[config.mk]
export PLATFORM = sky130hd
export DESIGN_NAME = risc16_insn_encoder_flat
export DESIGN_NICKNAME = d
export VERILOG_FILES = /design/src/rtl/risc16_pkg.sv /design/src/rtl/risc16_insn_encoder_if.sv /design/src/rtl/risc16_field_pack.sv /design/src/rtl/risc16_insn_encoder.sv /design/src/flat_wrapper.sv
export SDC_FILE = /design/constraint.sdc
export NUM_CORES = 1
export LEC_CHECK = 0
export CORE_MARGIN = 3
export CORE_UTILIZATION = 43
export CTS_CLUSTER_SIZE = 30
export DETAILED_ROUTE_END_ITERATION = 12
export MAX_ROUTING_LAYER = met4
export PLACE_DENSITY = 0.76
export SYNTH_ARGS = -nofsm -noshare
export SYNTH_HDL_FRONTEND = slang
export SYNTH_HIERARCHICAL = 1
export SYNTH_SLANG_ARGS = --single-unit
[constraint.sdc]
create_clock -name clk -period 2.77 [get_ports clk]
set_input_delay 0.554 -clock clk [delete_from_list [all_inputs] [get_ports clk]]
set_output_delay 0.554 -clock clk [all_outputs]
set_load 0.1 [all_outputs]
[src/rtl/risc16_pkg.sv]
// RiSC-16 shared encoding constants: opcodes, field positions, immediate limits,
// instruction formats and encoder error codes.
package risc16_pkg;

  localparam logic [2:0] OP_ADD  = 3'b000;
  localparam logic [2:0] OP_ADDI = 3'b001;
  localparam logic [2:0] OP_NAND = 3'b010;
  localparam logic [2:0] OP_LUI  = 3'b011;
  localparam logic [2:0] OP_LW   = 3'b100;
  localparam logic [2:0] OP_SW   = 3'b101;
  localparam logic [2:0] OP_BEQ  = 3'b110;
  localparam logic [2:0] OP_JALR = 3'b111;

  localparam int OP_LSB = 13;
  localparam int RA_LSB = 10;
  localparam int RB_LSB = 7;

  localparam logic signed [15:0] IMM7_MIN  = -16'sd64;
  localparam logic signed [15:0] IMM7_MAX  = 16'sd63;
  localparam logic        [15:0] IMM10_MAX = 16'd1023;

  typedef enum logic [1:0] {FMT_RRR, FMT_RRI, FMT_RI} fmt_e;

  localparam logic [1:0] ERR_NONE     = 2'b00;
  localparam logic [1:0] ERR_RANGE    = 2'b01;
  localparam logic [1:0] ERR_JALR_IMM = 2'b10;

  function automatic fmt_e fmt_of(input logic [2:0] op);
    case (op)
      OP_ADD, OP_NAND:                     fmt_of = FMT_RRR;
      OP_LUI:                              fmt_of = FMT_RI;
      OP_ADDI, OP_LW, OP_SW, OP_BEQ, OP_JALR: fmt_of = FMT_RRI;
      default:                             fmt_of = FMT_RRR;
    endcase
  endfunction

endpackage

[src/rtl/risc16_insn_encoder_if.sv]
// Field-in / memory-write-out bus of the RiSC-16 instruction encoder.
interface risc16_insn_encoder_if #(parameter int ADDR_W = 8);
  logic              in_valid;
  logic              in_ready;
  logic [2:0]        in_op;
  logic              in_movi;
  logic [2:0]        in_ra;
  logic [2:0]        in_rb;
  logic [2:0]        in_rc;
  logic [15:0]       in_imm;
  logic              addr_load;
  logic [ADDR_W-1:0] addr_in;
  logic              imem_we;
  logic [ADDR_W-1:0] imem_addr;
  logic [15:0]       imem_wdata;
  logic              err_valid;
  logic [1:0]        err_code;
  logic              err_sticky;
  logic              wrapped;

  modport master (
    output in_valid, in_op, in_movi, in_ra, in_rb, in_rc, in_imm, addr_load, addr_in,
    input  in_ready, imem_we, imem_addr, imem_wdata, err_valid, err_code, err_sticky, wrapped
  );

  modport slave (
    input  in_valid, in_op, in_movi, in_ra, in_rb, in_rc, in_imm, addr_load, addr_in,
    output in_ready, imem_we, imem_addr, imem_wdata, err_valid, err_code, err_sticky, wrapped
  );
endinterface

[src/rtl/risc16_field_pack.sv]
// Combinational packer: symbolic fields -> 16-bit RiSC-16 word plus range flags.
module risc16_field_pack
  import risc16_pkg::*;
(
  input  logic [2:0]  op,
  input  logic [2:0]  ra,
  input  logic [2:0]  rb,
  input  logic [2:0]  rc,
  input  logic [15:0] imm,
  output logic [15:0] word,
  output fmt_e        fmt,
  output logic        range_ok,
  output logic        jalr_ok
);

  always_comb begin
    fmt                  = fmt_of(op);
    word                 = '0;
    word[OP_LSB +: 3]    = op;
    word[RA_LSB +: 3]    = ra;
    range_ok             = 1'b1;
    jalr_ok              = 1'b1;
    case (fmt)
      FMT_RRR: begin
        word[RB_LSB +: 3] = rb;
        word[2:0]         = rc;
      end
      FMT_RRI: begin
        word[RB_LSB +: 3] = rb;
        word[6:0]         = imm[6:0];
        range_ok          = ($signed(imm) >= IMM7_MIN) && ($signed(imm) <= IMM7_MAX);
      end
      FMT_RI: begin
        word[9:0] = imm[9:0];
        range_ok  = (imm <= IMM10_MAX);
      end
      default: ;
    endcase
    // JALR is RRI-shaped but only a zero offset is meaningful.
    if (op == OP_JALR) jalr_ok = (imm == 16'd0);
  end

endmodule

[src/rtl/risc16_insn_encoder.sv]
// RiSC-16 instruction encoder/loader: packs fields, expands MOVI into LUI+ADDI,
// and writes words to sequential instruction-memory addresses.
module risc16_insn_encoder
  import risc16_pkg::*;
#(
  parameter int ADDR_W = 8
) (
  input logic                  clk,
  input logic                  rst_n,
  risc16_insn_encoder_if.slave bus
);

  typedef enum logic {S_IDLE, S_MOVI2} state_e;

  state_e            state, state_nx;
  logic [ADDR_W-1:0] waddr;
  logic [2:0]        mv_ra;
  logic [5:0]        mv_lo;

  logic [2:0]  p_op, p_ra, p_rb, p_rc;
  logic [15:0] p_imm, p_word;
  fmt_e        p_fmt;
  logic        p_range_ok, p_jalr_ok;
  logic        accept, do_wr, do_err;
  logic [1:0]  err_nx;

  risc16_field_pack u_pack (
    .op(p_op), .ra(p_ra), .rb(p_rb), .rc(p_rc), .imm(p_imm),
    .word(p_word), .fmt(p_fmt), .range_ok(p_range_ok), .jalr_ok(p_jalr_ok)
  );

  always_comb begin
    state_nx     = state;
    bus.in_ready = 1'b0;
    accept       = 1'b0;
    do_wr        = 1'b0;
    do_err       = 1'b0;
    err_nx       = ERR_NONE;
    p_op         = bus.in_op;
    p_ra         = bus.in_ra;
    p_rb         = bus.in_rb;
    p_rc         = bus.in_rc;
    p_imm        = bus.in_imm;
    case (state)
      S_IDLE: begin
        bus.in_ready = !bus.addr_load;
        accept       = bus.in_valid && !bus.addr_load;
        // MOVI first word is LUI of the upper ten immediate bits.
        if (bus.in_movi) begin
          p_op  = OP_LUI;
          p_imm = {6'd0, bus.in_imm[15:6]};
        end
        if (accept) begin
          if (bus.in_movi) begin
            do_wr    = 1'b1;
            state_nx = S_MOVI2;
          end else if (!p_jalr_ok) begin
            do_err = 1'b1;
            err_nx = ERR_JALR_IMM;
          end else if ((p_fmt != FMT_RRR) && !p_range_ok) begin
            do_err = 1'b1;
            err_nx = ERR_RANGE;
          end else begin
            do_wr = 1'b1;
          end
        end
      end
      S_MOVI2: begin
        p_op     = OP_ADDI;
        p_ra     = mv_ra;
        p_rb     = mv_ra;
        p_rc     = 3'd0;
        p_imm    = {10'd0, mv_lo};
        do_wr    = 1'b1;
        state_nx = S_IDLE;
      end
      default: state_nx = S_IDLE;
    endcase
  end

  always_ff @(posedge clk or negedge rst_n) begin
    if (!rst_n) state <= S_IDLE;
    else        state <= state_nx;
  end

  always_ff @(posedge clk or negedge rst_n) begin
    if (!rst_n) begin
      waddr          <= '0;
      mv_ra          <= '0;
      mv_lo          <= '0;
      bus.imem_we    <= 1'b0;
      bus.imem_addr  <= '0;
      bus.imem_wdata <= '0;
      bus.err_valid  <= 1'b0;
      bus.err_code   <= ERR_NONE;
      bus.err_sticky <= 1'b0;
      bus.wrapped    <= 1'b0;
    end else begin
      bus.imem_we   <= do_wr;
      bus.err_valid <= do_err;
      if (do_wr) begin
        bus.imem_addr  <= waddr;
        bus.imem_wdata <= p_word;
        waddr          <= waddr + 1'b1;
        if (&waddr) bus.wrapped <= 1'b1;
      end
      // A pending load overrides the post-write increment.
      if (bus.addr_load) waddr <= bus.addr_in;
      if (do_err) begin
        bus.err_code   <= err_nx;
        bus.err_sticky <= 1'b1;
      end
      if (accept && bus.in_movi) begin
        mv_ra <= bus.in_ra;
        mv_lo <= bus.in_imm[5:0];
      end
    end
  end

endmodule

[src/flat_wrapper.sv]
// flat-port wrapper written by rule: the top's interface ports become plain ports
module risc16_insn_encoder_flat import risc16_pkg::*;
#(
  parameter int ADDR_W = 8
)
  (clk, rst_n, bus_in_valid, bus_in_op, bus_in_movi, bus_in_ra, bus_in_rb, bus_in_rc, bus_in_imm, bus_addr_load, bus_addr_in, bus_in_ready, bus_imem_we, bus_imem_addr, bus_imem_wdata, bus_err_valid, bus_err_code, bus_err_sticky, bus_wrapped);
  risc16_insn_encoder_if #(.ADDR_W(ADDR_W)) bus_i ();
  input logic clk;
  input logic rst_n;
  input wire logic [$bits(bus_i.in_valid)-1:0] bus_in_valid;
  input wire logic [$bits(bus_i.in_op)-1:0] bus_in_op;
  input wire logic [$bits(bus_i.in_movi)-1:0] bus_in_movi;
  input wire logic [$bits(bus_i.in_ra)-1:0] bus_in_ra;
  input wire logic [$bits(bus_i.in_rb)-1:0] bus_in_rb;
  input wire logic [$bits(bus_i.in_rc)-1:0] bus_in_rc;
  input wire logic [$bits(bus_i.in_imm)-1:0] bus_in_imm;
  input wire logic [$bits(bus_i.addr_load)-1:0] bus_addr_load;
  input wire logic [$bits(bus_i.addr_in)-1:0] bus_addr_in;
  output wire logic [$bits(bus_i.in_ready)-1:0] bus_in_ready;
  output wire logic [$bits(bus_i.imem_we)-1:0] bus_imem_we;
  output wire logic [$bits(bus_i.imem_addr)-1:0] bus_imem_addr;
  output wire logic [$bits(bus_i.imem_wdata)-1:0] bus_imem_wdata;
  output wire logic [$bits(bus_i.err_valid)-1:0] bus_err_valid;
  output wire logic [$bits(bus_i.err_code)-1:0] bus_err_code;
  output wire logic [$bits(bus_i.err_sticky)-1:0] bus_err_sticky;
  output wire logic [$bits(bus_i.wrapped)-1:0] bus_wrapped;
  assign bus_i.in_valid = bus_in_valid;
  assign bus_i.in_op = bus_in_op;
  assign bus_i.in_movi = bus_in_movi;
  assign bus_i.in_ra = bus_in_ra;
  assign bus_i.in_rb = bus_in_rb;
  assign bus_i.in_rc = bus_in_rc;
  assign bus_i.in_imm = bus_in_imm;
  assign bus_i.addr_load = bus_addr_load;
  assign bus_i.addr_in = bus_addr_in;
  assign bus_in_ready = bus_i.in_ready;
  assign bus_imem_we = bus_i.imem_we;
  assign bus_imem_addr = bus_i.imem_addr;
  assign bus_imem_wdata = bus_i.imem_wdata;
  assign bus_err_valid = bus_i.err_valid;
  assign bus_err_code = bus_i.err_code;
  assign bus_err_sticky = bus_i.err_sticky;
  assign bus_wrapped = bus_i.wrapped;
  risc16_insn_encoder #(.ADDR_W(ADDR_W)) u_core (.clk(clk), .rst_n(rst_n), .bus(bus_i));
endmodule
Word level (Yosys, flattened, before mapping):

Memory sizes are Yosys's and may differ from the RTL's.
Cells that the tools add are included.

* register bits: 48
* memory bits (read-only): 16
* output and inout bits: 31
* logic and storage cells: 67
* memories: 1

Memory list
* (no name shown): words 8, width 2, rd ports 1, clocked after memory_dff 0, wr ports 0, line risc16_pkg.sv:29 `case (op)`

* add/sub/neg operators: 1
* order comparisons: 3
* eq/ne operators: 3
* muxes and demuxes: 34
* bitwise gates (word level): 1
* reduce and logical (&&, ||, !) cells: 13

Operators with widths (number)
* one-hot mux 16 bit (2 select lines): 1
* one-hot mux 3 bit (2 select lines): 3
* >= comparator 16 x 7 -> 1 bit (second input constant): 1
* less-or-equal comparator 16 x 10 -> 1 bit (second input constant): 1
* less-or-equal comparator 16 x 7 -> 1 bit (second input constant): 1
* zero test 16 bit: 1
* two-way mux 16 bit: 1
* two-way mux 8 bit: 2
* two-way mux 1 bit: 15
* two-way mux 3 bit: 4
* AND reduction 9 bit: 1
* adder 8 x 1 -> 8 bit (second input constant): 1
* two-way mux 2 bit: 4
* one-hot mux 1 bit (2 select lines): 3
* logical AND 1 bit: 4
* two-way mux 4 bit: 1
* nonzero test 2 bit: 2
* OR reduction 2 bit: 2
* == test 3 bit (second input constant): 1
* == test 2 x 1 -> 1 bit (second input constant): 1
* == test 2 bit (second input constant): 1
* zero test 1 bit: 2
* zero test 2 bit: 1
* inverter 1 bit: 1

Longest topological paths before layout:

* depth after elaboration: 14
* gate-level depth with buffers: 14
* gate-level depth less buffers: 11

Modules after synthesis:

Netlist, hierarchy kept.

Modules (own cells, without submodules)
* risc16_insn_encoder: instances 1, cells each 204, area an instance 2341.0 sq um, sequential area each 1201.2 sq um
* risc16_field_pack: instances 1, cells each 36, area an instance 270.3 sq um, sequential area each 0.0 sq um

Worst setup path before layout:

OpenSTA, ideal clock, no wires.

* kind: in2reg
* start point: in bus_in_movi
* end point: reg u_core.waddr[7]
* library setup time: 0.082 ns
* arrival: 3.057 ns
* required time: 2.688 ns
* setup slack: -0.369 ns
* cell stages on the path: 11
* path buffers: 2
* cells stage by stage: clkbuf_1 > buf_2 > mux2i_1 > nor2_1 > nor4_1 > nand4_1 > nand4_1 > and3b_1 > a221oi_4 > or4_1 > a31oi_1

RTL lines
* from (decl): line flat_wrapper.sv:12 `input wire logic [$bits(bus_i.in_movi)-1:0] bus_in_movi;`
* two-way mux 16 bit: line risc16_insn_encoder.sv:49 `if (bus.in_movi) begin`
* one-hot mux 16 bit (2 select lines): line risc16_insn_encoder.sv:44 `case (state)`
* named net u_core.p_imm[8]: line risc16_insn_encoder.sv:21 `logic [15:0] p_imm, p_word;`
* zero test 16 bit: line risc16_field_pack.sv:40 `if (op == OP_JALR) jalr_ok = (imm == 16'd0);`
* two-way mux 1 bit: line risc16_field_pack.sv:40
* named net u_core.p_jalr_ok: line risc16_insn_encoder.sv:23 `logic p_range_ok, p_jalr_ok;`
* two-way mux 1 bit: line risc16_insn_encoder.sv:57 `end else if (!p_jalr_ok) begin`
* two-way mux 1 bit: line risc16_insn_encoder.sv:54 `if (bus.in_movi) begin`
* two-way mux 1 bit: line risc16_insn_encoder.sv:53 `if (accept) begin`
* one-hot mux 1 bit (2 select lines): line risc16_insn_encoder.sv:44
* nonzero test 2 bit (no line)
* to (signal assigned): line risc16_insn_encoder.sv:104 `waddr <= waddr + 1'b1;`
* to (signal assigned): line risc16_insn_encoder.sv:108 `if (bus.addr_load) waddr <= bus.addr_in;`
* to (decl): line risc16_insn_encoder.sv:16 `logic [ADDR_W-1:0] waddr;`

The timed path passes the listed nets, and every way through them passes these cells.
A chain may end at the register's enable or synchronous reset.

Final worst setup path:

* start point: in bus_in_imm[12]
* end point: reg u_core.waddr[7]

* cells in the longest elaborated chain, start to end: 13

Ends and longest elaborated chain
* from (decl): line flat_wrapper.sv:16 `input wire logic [$bits(bus_i.in_imm)-1:0] bus_in_imm;`
* two-way mux 16 bit *: line risc16_insn_encoder.sv:49
* one-hot mux 16 bit (2 select lines) *: line risc16_insn_encoder.sv:44
* named net u_core.p_imm[12]: line risc16_insn_encoder.sv:21
* >= comparator 16 x 7 -> 1 bit / less-or-equal comparator 16 x 7 -> 1 bit (equally long branches): line risc16_field_pack.sv:31 `range_ok = ($signed(imm) >= IMM7_MIN) && ($signed(imm) <= IMM7_MAX);`
* logical AND 1 bit: line risc16_field_pack.sv:31
* one-hot mux 1 bit (2 select lines) *: line risc16_field_pack.sv:23 `case (fmt)`
* named net u_core.p_range_ok: line risc16_insn_encoder.sv:23
* zero test 1 bit *: line risc16_insn_encoder.sv:60 `end else if ((p_fmt != FMT_RRR) && !p_range_ok) begin`
* logical AND 1 bit *: line risc16_insn_encoder.sv:60
* two-way mux 1 bit *: line risc16_insn_encoder.sv:60
* two-way mux 1 bit *: line risc16_insn_encoder.sv:57
* two-way mux 1 bit *: line risc16_insn_encoder.sv:54
* two-way mux 1 bit *: line risc16_insn_encoder.sv:53
* one-hot mux 1 bit (2 select lines) *: line risc16_insn_encoder.sv:44
* nonzero test 2 bit (no line) *

Mark *: on every way through the listed nets, which the timed path passes. The rest lies on a longest branch.

==> flow_metrics.tcl <==
set metrics [dict create \
    cts_tree "yes" \
    ir_drop_uv 516 \
    start_util_pct 46.0 \
    finalSetupViolCount 1 \
    powerDensity_nw_per_um2 819 \
    syn_nets 282 \
    hold_class "input port to asynchronous set/reset pin" \
    cp_data_arrival_time_ns 3.03 \
    reg2reg_from "u_core/state$_DFF_PN0_" \
    htreeDepth 2 \
    fin_nets 380 \
    wirelength_mm 7.07 \
    fin_skew_ns 0.00898 \
    synth_top_area_share_pct 46.0 \
    dp_slack_ns -0.737 \
    worstMarginPinSlew_ns 0.502 \
    setup_slack_ns -0.0123 \
    root_buffer "clkbuf_8" \
    synth.avg_cell_area_sq_um 10.9 \
    gr-total-overflow 0 \
    use_met2_pct 34.4 \
    track_usage_pct 20.0 \
    internal_power_uw 1670 \
    drt-pass1-iter-count 4 \
    required_ns 3.01 \
    synth_area_leaders "dfrtp_1 46%, mux2_2 13%, mux2i_1 4.6%" \
    antenna_found_initial 0 \
    cts.sinks 48 \
    final_antenna_net_count 0 \
    fmax_mhz 359 \
    r2r_slack_ns 0.01 \
    ys_seq_elements 48 \
    die_height_um 83.9 \
    grtUsageMet3_pct 3.36 \
    swShare_pct 46.1 \
    ys.flop_type "dfrtp_1" \
    seq_area_frac_synth_pct 46.0 \
    critical_path_class "input port to register" \
    vias_per_cell 5.37 \
    rsz0062_at_grt "true" \
    p_clk_share_pct 19.4 \
    layout.cells.non_filler 410 \
    rows 27 \
    drt-initial-drc-count 156 \
    clkLatencyLatePin_ns 0.31 \
    cts_made_buffers 5 \
    cpMostUsedCell "buf_4" \
    path_cells "clkdlybuf4s15_1 > and2_4 > or4_4 > nor3_4 > buf_4 > a221oi_2 > a21oi_2 > o21bai_4 > a221oi_4 > buf_4 > or4_1 > a31oi_1" \
    maxCapViolations 0 \
    yosys.area.top_type "dfrtp_1" \
    yosys.cell_types.count 47 \
    syn_area_sq_um 2610 \
    outcome "finished, violations left" \
    seqPwrFrac_pct 30.6 \
    dp.cells 391 \
    crit_fanout 4 \
    timing.final.max_slew_violations 0 \
    clk_path_buf_depth 2 \
    core_area_sq_um 5680 \
    min_period_over_period_pct 100 \
    area_growth_pct 44.7 \
    violations "negative setup slack" \
    n_antenna_cell 0 \
    hold_viol_final 0 \
    top_usage_layer "met2" \
    use_met1_pct 23.9 \
    wl_per_cell_um 17.2 \
    synth_edf_count 0 \
    grt_pass1_vias 2221 \
    startpoint_type "input port" \
    grt_pass1_wl_mm 11.0 \
    pwr-share-comb_pct 49.9 \
    r2r_end "u_core/waddr[7]$_DFFE_PN0P_" \
    ys_async_sr_fraction_pct 100 \
    ios 72 \
    cts_hold_buf 0 \
    p_sw_uw 1430 \
    grt_max_degree 28 \
    rr_worst_depth 12 \
    p_leak_uw 0.00171 \
    ys_warn_count 6 \
    max_stage_delay_ns 0.54 \
    gp_congestion 0.907 \
    total_power_uw 3090 \
    end_kind "register" \
    cpMaxStageDelayCell "or4_4" \
    vias 2200 \
    drive_gt1_share_pct 40.8 \
    max_slew_margin_pct 66.5 \
    fin_crit_ns 2.78 \
    route.detailed.drc 0 \
    cpLargestDelayFamily "simple AND/OR/NAND/NOR gates" \
    postSynthCellCount 240 \
    dieArea_sq_um 7040 \
    yosys.cell_count.top_type "dfrtp_1" \
    numPortBuffers 71 \
    path_clk_slew_ns 0.09 \
    synth_common_cells "48 x dfrtp_1, 31 x mux2_2, 19 x o21ai_0" \
    hpwl_mm 4.93 \
    path_buf_inv 3 \
    die_w_um 83.9 \
]
[layer usage]
| metal | routed length (um) | up-vias |
|---|---|---|
| li1 | - | 1042 |
| met1 | 2980 | 1083 |
| met2 | 3650 | 64 |
| met3 | 291 | 11 |
| met4 | 148 | 0 |
| met5 | 0 | - |
[cell type report]
type / instances / area, sq um
well taps: 72 / 90.1
flip-flops and latches: 48 / 1200
fillers: 446 / 1900
multi-input cells: 164 / 1340
inverters: 12 / 50.0
clock inverters: 2 / 60.1
repair buffers: 107 / 967
clock buffers: 5 / 68.8
[through the flow]
stage	hold slack, ns	TNS, ns	area [sq um]	utilization [%]
floorplan	0.258	-0.937	2670	-
global placement	0.454	-20.24	3480	61.3
detailed placement	0.460	-23.62	3480	61.3
CTS	0.226	0	3660	64.5
global route	0.241	-1.42	3780	66.6
finish	0.217	-0.0123	3780	66.6
[sequential cells by signal, indices dropped and copies added (netlist names)]
signal                 flops
u_core/state               1
u_core/bus.imem_addr       8
u_core/waddr               8
u_core/mv_lo               6
u_core/bus.err_sticky      1
u_core/bus.err_code        2
u_core/bus.imem_we         1
u_core/bus.wrapped         1
u_core/mv_ra               3
u_core/bus.imem_wdata     16
u_core/bus.err_valid       1
[timing repair]
| action | CTS | global route |
|---|---|---|
| gates resized for setup | 17 | 13 |
| gates cloned | 1 | 1 |
| pin swaps | 6 | 13 |
| endpoints found under the setup margin | 35 | 31 |
| buffers inserted | 3 | 9 |
[cell families (layout without fill, tap and decap cells)]
group	after synthesis	count (layout)	share of synthesized area [%]
and+or+nand+nor	75	75	16.1
muxes	50	50	22.0
DFF	48	48	46.0
AOI/OAI and AO/OA	36	37	9.58
buffers and inverters	29	126	5.56
adders and majority gates	1	1	0.479
xor gates and xnor gates	1	1	0.335
[placed cells by master (no fill, tap or decap), types with 3 or more instances in the layout]
cell	synthesis	final
dfrtp_1	48	47
a31oi_1	4	4
inv_1	11	11
nor2_1	15	10
mux2_2	31	31
clkbuf_8	0	5
o21ai_0	19	15
buf_12	0	4
or3_1	4	4
buf_4	6	60
clkdlybuf4s50_1	0	33
nor2_2	0	4
nand4_1	6	6
nand3_1	3	3
nor2b_1	9	9
and2_4	0	6
nand2_1	14	14
mux2i_1	12	12
mux2_4	7	7
dlygate4sd2_1	0	3
o21ai_1	0	4
[how the worst max path moves through the flow]
stage	start	endpoint	cells after the start
global route	u_core/state$_DFF_PN0_	u_core/waddr[7]$_DFFE_PN0P_	12
detailed placement	bus_in_movi	u_core/bus.imem_wdata[4]$_DFFE_PN0P_	11
global placement	bus_in_movi	u_core/bus.imem_wdata[0]$_DFFE_PN0P_	11
CTS	bus_in_imm[6]	u_core/bus.imem_addr[1]$_DFFE_PN0P_	10
finish	bus_in_imm[12]	u_core/waddr[7]$_DFFE_PN0P_	12
floorplan	bus_in_movi	u_core/bus.imem_wdata[10]$_DFFE_PN0P_	12
[power groups by stage]
stage | Combinational, uW | Sequential, uW | Clock (uW)
3_3_place_gp | 1470 | 958 | 0
3_5_place_dp | 1490 | 961 | 0
5_1_grt | 1600 | 972 | 637
6_report | 1540 | 947 | 601
4_1_cts | 1500 | 949 | 607
2_1_floorplan | 331 | 1740 | 0
(Power assumes the default switching activity.)
